--- config.mk ---
export PLATFORM = sky130hd
export DESIGN_NAME = gf2m_digit_serial_mult
export DESIGN_NICKNAME = d
export VERILOG_FILES = /design/src/rtl/gf2m_pkg.sv /design/src/rtl/gf2m_digit_shift_reg.sv /design/src/rtl/gf2m_digit_serial_mult.sv
export SDC_FILE = /design/constraint.sdc
export NUM_CORES = 2
export LEC_CHECK = 0
export CORE_UTILIZATION = 39
export CTS_CLUSTER_DIAMETER = 120
export CTS_CLUSTER_SIZE = 25
export DETAILED_ROUTE_END_ITERATION = 6
export DONT_BUFFER_PORTS = 1
export GPL_TIMING_DRIVEN = 1
export PLACE_DENSITY = 0.54
export SYNTH_ARGS = -nofsm -noshare
export SYNTH_HDL_FRONTEND = slang
export SYNTH_SLANG_ARGS = --single-unit
--- constraint.sdc ---
create_clock -name clk -period 4.1 [get_ports clk]
set_input_delay 0.615 -clock clk [delete_from_list [all_inputs] [get_ports clk]]
set_output_delay 0.615 -clock clk [all_outputs]
set_load 0.005 [all_outputs]
--- src/rtl/gf2m_pkg.sv ---
`default_nettype none
// ============================================================================
// Module      : gf2m_pkg
// Description : Shared GF(2^m) constants, FSM state type and helpers.
// Revision    : 1.0 - initial release
// ============================================================================
package gf2m_pkg;

  localparam int              GF_M         = 163;
  localparam int              GF_MAX_M     = 571;
  localparam logic [GF_M-1:0] GF_POLY_B163 = 163'hC9;

  typedef enum logic [1:0] {
    ST_IDLE = 2'd0,
    ST_RUN  = 2'd1,
    ST_DONE = 2'd2
  } gf2m_state_e;

  function automatic int ceil_div(input int n, input int d);
    return (n + d - 1) / d;
  endfunction

  // One multiply-by-x step in a field of degree m; operands live in the low
  // m bits of a GF_MAX_M-wide vector so every field size shares this helper.
  function automatic logic [GF_MAX_M-1:0] gf2m_mulx(
    input logic [GF_MAX_M-1:0] v,
    input logic [GF_MAX_M-1:0] poly,
    input int                  m
  );
    logic [GF_MAX_M-1:0] mask;
    logic [GF_MAX_M-1:0] r;
    logic                msb;
    mask = ~({GF_MAX_M{1'b1}} << m);
    msb  = |(v & (GF_MAX_M'(1) << (m - 1)));
    r    = (v << 1) & mask;
    if (msb) r = r ^ poly;
    return r;
  endfunction

endpackage
`default_nettype wire

--- src/rtl/gf2m_digit_shift_reg.sv ---
`default_nettype none
// ============================================================================
// Module      : gf2m_digit_shift_reg
// Description : Holds rA and exposes rA*x^j mod f for j = 0..D.
// Revision    : 1.0 - initial release
// ============================================================================
module gf2m_digit_shift_reg
  import gf2m_pkg::*;
#(
  parameter int           M    = GF_M,
  parameter int           D    = 4,
  parameter logic [M-1:0] POLY = M'(GF_POLY_B163)
) (
  input  logic                clk,
  input  logic                rst,
  input  logic                load,
  input  logic                shift,
  input  logic [M-1:0]        a,
  output logic [D:0][M-1:0]   mult
);

  logic [M-1:0]      r_a;
  logic [D:0][M-1:0] w_mult;

  always_comb begin
    w_mult    = '0;
    w_mult[0] = r_a;
    for (int j = 0; j < D; j++) begin
      w_mult[j+1] = M'(gf2m_mulx(GF_MAX_M'(w_mult[j]), GF_MAX_M'(POLY), M));
    end
  end

  always_ff @(posedge clk) begin
    if (rst) begin
      r_a <= '0;
    end else if (load) begin
      r_a <= a;
    end else if (shift) begin
      r_a <= w_mult[D];
    end
  end

  assign mult = w_mult;

endmodule
`default_nettype wire

--- src/rtl/gf2m_digit_serial_mult.sv ---
`default_nettype none
// ============================================================================
// Module      : gf2m_digit_serial_mult
// Description : Digit-serial LSB-first GF(2^M) multiplier, Z = A*B mod f(x).
// Revision    : 1.0 - initial release
// ============================================================================
module gf2m_digit_serial_mult
  import gf2m_pkg::*;
#(
  parameter int           M    = GF_M,
  parameter int           D    = 4,
  parameter logic [M-1:0] POLY = M'(GF_POLY_B163)
) (
  input  logic         clk,
  input  logic         rst,
  input  logic         start,
  input  logic [M-1:0] a,
  input  logic [M-1:0] b,
  output logic [M-1:0] z,
  output logic         busy,
  output logic         done
);

  localparam int               c_N     = ceil_div(M, D);
  localparam int               c_CNT_W = $clog2(c_N + 1);
  localparam logic [c_CNT_W-1:0] c_LAST = c_CNT_W'(c_N - 1);

  gf2m_state_e        r_state;
  gf2m_state_e        w_state_nxt;
  logic [M-1:0]       r_b;
  logic [M-1:0]       r_c;
  logic [c_CNT_W-1:0] r_cnt;
  logic [M-1:0]       w_b_shr;
  logic [M-1:0]       w_acc;
  logic [D:0][M-1:0]  w_mult;
  logic               w_load;
  logic               w_run;
  logic               w_last;
  logic               w_unused_top;

  assign w_load = (r_state == ST_IDLE) && start;
  assign w_run  = (r_state == ST_RUN);
  assign w_last = w_run && (r_cnt == c_LAST);

  gf2m_digit_shift_reg #(
    .M    (M),
    .D    (D),
    .POLY (POLY)
  ) u_shift_reg (
    .clk   (clk),
    .rst   (rst),
    .load  (w_load),
    .shift (w_run),
    .a     (a),
    .mult  (w_mult)
  );

  // rA*x^D only feeds the next rA inside the shift register.
  assign w_unused_top = ^w_mult[D];

  always_comb begin
    w_acc = r_c;
    for (int j = 0; j < D; j++) begin
      if (r_b[j]) w_acc = w_acc ^ w_mult[j];
    end
  end

  if (D >= M) begin : g_b_full_digit
    assign w_b_shr = '0;
  end else begin : g_b_partial_digit
    assign w_b_shr = {{D{1'b0}}, r_b[M-1:D]};
  end

  always_ff @(posedge clk) begin
    if (rst) begin
      r_state <= ST_IDLE;
    end else begin
      r_state <= w_state_nxt;
    end
  end

  always_comb begin
    w_state_nxt = r_state;
    case (r_state)
      ST_IDLE: if (start) w_state_nxt = ST_RUN;
      ST_RUN:  if (w_last) w_state_nxt = ST_DONE;
      ST_DONE: w_state_nxt = ST_IDLE;
      default: w_state_nxt = ST_IDLE;
    endcase
  end

  always_comb begin
    busy = (r_state == ST_RUN);
    done = (r_state == ST_DONE);
  end

  always_ff @(posedge clk) begin
    if (rst) begin
      r_b   <= '0;
      r_c   <= '0;
      r_cnt <= '0;
      z     <= '0;
    end else if (w_load) begin
      r_b   <= b;
      r_c   <= '0;
      r_cnt <= '0;
    end else if (w_run) begin
      r_b   <= w_b_shr;
      r_c   <= w_acc;
      r_cnt <= r_cnt + c_CNT_W'(1);
      if (w_last) z <= w_acc;
    end
  end

endmodule
`default_nettype wire

## Word level (Yosys, flattened, before mapping)

Cells that the tools add are included.

- Add/sub/neg operators: 1
- Equal/unequal tests: 5
- Multiplexer cells: 15
- Bitwise operators: 9
- Reduce and logical (&&, ||, !) cells: 7

Operator list:

| cell | count |
|---|---|
| 163-bit 2-to-1 mux | 8 |
| 163-bit XOR | 4 |
| 8-bit 2-to-1 mux | 4 |
| 4-bit inverter | 4 |
| 6-bit by 1-bit adder with 6-bit output (second input constant) | 1 |
| 6-bit == test (second input constant) | 1 |
| 2-bit 2-to-1 mux | 2 |
| 2-bit one-hot mux with 2 select lines | 1 |
| 3-bit AND reduction | 1 |
| 2-bit by 1-bit == test with 1-bit output (second input constant) | 1 |
| 2-bit == test (second input constant) | 1 |
| 1-bit logical AND | 2 |
| 2-bit logical NOT | 1 |
| 2-bit by 1-bit inequality test with 1-bit output (second input constant) | 1 |
| 2-bit inequality test (second input constant) | 1 |
| 2-bit AND reduction | 1 |
| 2-bit nonzero test | 1 |
| 2-bit OR reduction | 1 |
| 1-bit inverter | 1 |

- Register bits: 660
- Input port bits: 329
- Output and inout port bits: 165
- Logic and storage cells: 43

## Depth between registers and ports, before layout

- Depth in word-level cells: 10
- Depth in mapped cells: 9
- Gate-level depth less buffers: 7

## By module

A second synthesis with hierarchy kept.

- Cell total of the unflattened synthesis: 4985
- Area, all modules: 42425.7 µm²

By module, submodules not included:

| module | times used | cells each | area each (µm²) |
|---|---|---|---|
| gf2m_digit_serial_mult | 1 | 3616 | 29732.3 |
| gf2m_digit_shift_reg | 1 | 1369 | 12693.4 |

## Worst setup path before layout

No wires, ideal clock.

- Path type: input-to-reg
- Start point: input start
- End point: register r_c[146]
- Library setup time: 132 ps
- Arrival: 1577 ps
- Required time: 3968 ps
- Setup slack: 2391 ps
- Cell stages on the path: 7
- Cells stage by stage: and2_1 clkbuf_1 or2_1 buf_2 buf_2 clkbuf_1 a21oi_1

- Cells in the longest elaborated chain, start to end: 2

RTL lines:

| element | RTL line | RTL |
|---|---|---|
| start: declaration | gf2m_digit_serial_mult.sv:16 | `input logic start,` |
| 1-bit logical AND | gf2m_digit_serial_mult.sv:41 | `assign w_load = (r_state == ST_IDLE) && start;` |
| 2-bit OR reduction (no source line) | - |  |
| end signal: assignment | gf2m_digit_serial_mult.sv:109 | `r_c <= w_acc;` |
| end: declaration | gf2m_digit_serial_mult.sv:31 | `logic [M-1:0] r_c;` |

Every way passes these cells.
A chain may end at the register's enable or synchronous reset.

## Worst setup path after layout

- Start point: register r_state[0]
- End point: output busy

- Cells in the longest elaborated chain, start to end: 1

RTL lines:

| element | RTL line | RTL |
|---|---|---|
| start: declaration | gf2m_digit_serial_mult.sv:28 | `gf2m_state_e r_state;` |
| start signal: assignment | gf2m_digit_serial_mult.sv:78 | `r_state <= w_state_nxt;` |
| 2-bit by 1-bit == test with 1-bit output | gf2m_digit_serial_mult.sv:93 | `busy = (r_state == ST_RUN);` |
| end: declaration | gf2m_digit_serial_mult.sv:20 | `output logic busy,` |

Every way passes these cells.

==> impl_metrics.json <==
{
  "cellInternalPower_mw": 8.70,
  "layout.cells.non_filler": 5024,
  "cp_data_required_time_ns": 3.48,
  "synth.distinct_cells": 41,
  "hold_path_class": "in -> reg",
  "p_switching_mw": 3.53,
  "firstDrtPassIters": 7,
  "cp-startpoint": "r_state[0]$_SDFFE_PP0P_",
  "via_per_inst": 5.35,
  "core_um2": 84200,
  "pre_cts_slack_ns": 1.44,
  "place_area_um2": 33900,
  "worstReg2RegStart": "r_state[1]$_SDFFE_PP0P_",
  "r2r_end": "z[105]$_SDFFE_PP0P_",
  "syn_area_um2": 33400,
  "clockPowerShare": 0.301,
  "initial_utilization": 0.396,
  "synth_nets": 4469,
  "pwr-share-seq": 0.574,
  "ctsResizeCount": 0,
  "switching_share": 0.289,
  "finalSetupViolCount": 0,
  "drc_errors": 0,
  "grt_setup_unrepaired": "no",
  "cts_tree": "yes",
  "crit_family": "buffers and inverters",
  "synth-edff-count": 0,
  "ir_drop_uv": 415,
  "drtAntennaViolNets": 0,
  "placedCellCount": 4974,
  "maxCapViolCount": 0,
  "max_freq_mhz": 313,
  "hold_viol": 0,
  "synth_top_flop_cell": "dfxtp_1",
  "grt_max_degree": 489,
  "crit_path_start_kind": "flip-flop",
  "async_flop_share": 0,
  "cp_cell_sequence": "nand2b_4 > inv_8 > buf_12",
  "grt_util_all_layers": 0.222,
  "synth_top_area_cell": "dfxtp_1",
  "worstMarginPinSlew_ns": 1.45,
  "slew_headroom": 0.0341,
  "row_count": 106,
  "stdcell_area_um2": 34800,
  "synthCells": 4138,
  "drt-total-wl_um": 99300,
  "cts_sinks": 660,
  "whs_ns": 0.0679,
  "path_max_fanout": 196,
  "gp_congestion": 0.794,
  "portBuffers": 0,
  "grt_pass1_vias": 25872,
  "max_stage_delay_ns": 0.56,
  "dp_hpwl_um": 61300,
  "vias": 26895,
  "reg2reg_slack_ns": 1.54,
  "io_pins": 494,
  "period_share": 0.780,
  "synthToLayoutAreaGrowth_pct": 4.26,
  "yosys.area.top_type_share": 0.396,
  "skew_ns": 0.0160,
  "clk_path_buf_depth": 3,
  "grt_pass1_wl_um": 154000,
  "path_buf_inv": 2,
  "yosys_warnings": 0,
  "holdCritStartpoint": "rst",
  "min_period_ns": 3.20,
  "grt_overflow": 0,
  "postSynthAreaPerCell_um2": 8.06,
  "grt_antenna_before_repair": 18,
  "ctsHtreeMaxLevel": 1,
  "layout-drive-gt1-share": 0.0219,
  "yosys-top-cells-area": "dfxtp_1 (40%), nand2_1 (18%), xnor3_1 (11%)",
  "slew_violations": 0,
  "cpMaxStageDelayCell": "buf_12",
  "dieWidth_um": 294,
  "drt-initial-drc-count": 1726,
  "die-area_um2": 86700,
  "whs_path_depth": 1,
  "yosys_register_bits": 660,
  "path_class": "reg -> out",
  "cts_buffers": 31,
  "holdPathEnd": "z[146]$_SDFFE_PP0P_",
  "arrival_ns": 2.58,
  "wl_per_cell_um": 19.8,
  "p_leak_nw": 12.9,
  "outcome": "finished clean",
  "power_density_nw_per_um2": 352,
  "ys_seq_area_frac": 0.396,
  "die_height_um": 294,
  "worst_setup_path_end_kind": "primary output",
  "clk_pin_slew_ns": 0.11,
  "fin_nets": 4205,
  "synth.most_common_cell": "nand2_1",
  "synthTopCellsByCount": "nand2_1 (1,617), dfxtp_1 (660), a21oi_1 (652)",
  "clock_latency_ns": 0.64,
  "worst_slack_ns": 0.902,
  "power_frac_comb": 0.124,
  "r2r_cells": 7,
  "tns_ns": 0,
  "cts_root_buffer": "clkbuf_16"
}
[routing by layer]
| metal | share of wire | global-route usage |
|---|---|---|
| met5 | 0.0011 | 0 |
| met4 | 0.021 | 0.0553 |
| met3 | 0.075 | 0.0609 |
| met2 | 0.47 | 0.363 |
| met1 | 0.43 | 0.287 |
[what timing repair did]
action	in CTS	in global routing
setup endpoints to repair	0	0
setup buffers	0	0
hold endpoints to repair	7	0
hold buffers	1	0
[state kept, by name, summed over array words and instances, names as in the netlist]
name,flops
r_c,163
u_shift_reg.r_a,163
r_state,2
r_b,163
r_cnt,6
z,163
[through the flow]
stage          total power, mW  utilization
6_report                  12.2        0.413
5_1_grt                   12.8        0.413
4_1_cts                   12.4        0.413
3_5_place_dp              8.71        0.402
3_3_place_gp              8.69        0.402
2_1_floorplan             8.31            -
[final cells by class]
class / instances / area (µm²)
clock inverters: 6 / 77.6
flip-flops and latches: 660 / 13200
clock buffers: 34 / 787
fillers: 8711 / 49400
inverters: 5 / 26.3
diodes: 9 / 22.5
multi-input cells: 3143 / 18800
repair buffers: 33 / 463
well taps: 1134 / 1420
[cells in the final DEF, fill, tap and decap left out, types with 10 or more instances in the layout]
cell type and n:
nand2_1 1617, clkbuf_16 31, buf_4 15, nand3_1 10
dfxtp_1 656, xnor3_1 163, xor2_1 168, a21oi_1 652
a22oi_1 320, xnor2_1 163, buf_12 17
[worst max path at each step]
stage	end	cells after the start
after floorplan	r_c[146]$_SDFFE_PP0N_	7
after global placement	z[75]$_SDFFE_PP0P_	7
after detailed placement	z[81]$_SDFFE_PP0P_	7
after CTS	busy	3
after global routing	busy	3
final	busy	3
[power by group through the flow]
stage	sequential [mW]	combinational (mW)	clock, mW
after CTS	7.03	1.54	3.86
after detailed placement	7.18	1.53	0
final	7.03	1.52	3.69
after global placement	7.17	1.52	0
after floorplan	6.99	1.32	0
after global routing	7.07	1.69	4.06
[logic make-up after synthesis]
family | synth area share
AOI/OAI and AO/OA | 0.175
xor gates and xnor gates | 0.199
adders and majority gates | 0.000750
buffers and inverters | 0.0424
DFF | 0.396
and+or+nand+nor | 0.188
No activity file was read; power rests on OpenSTA's default activity.
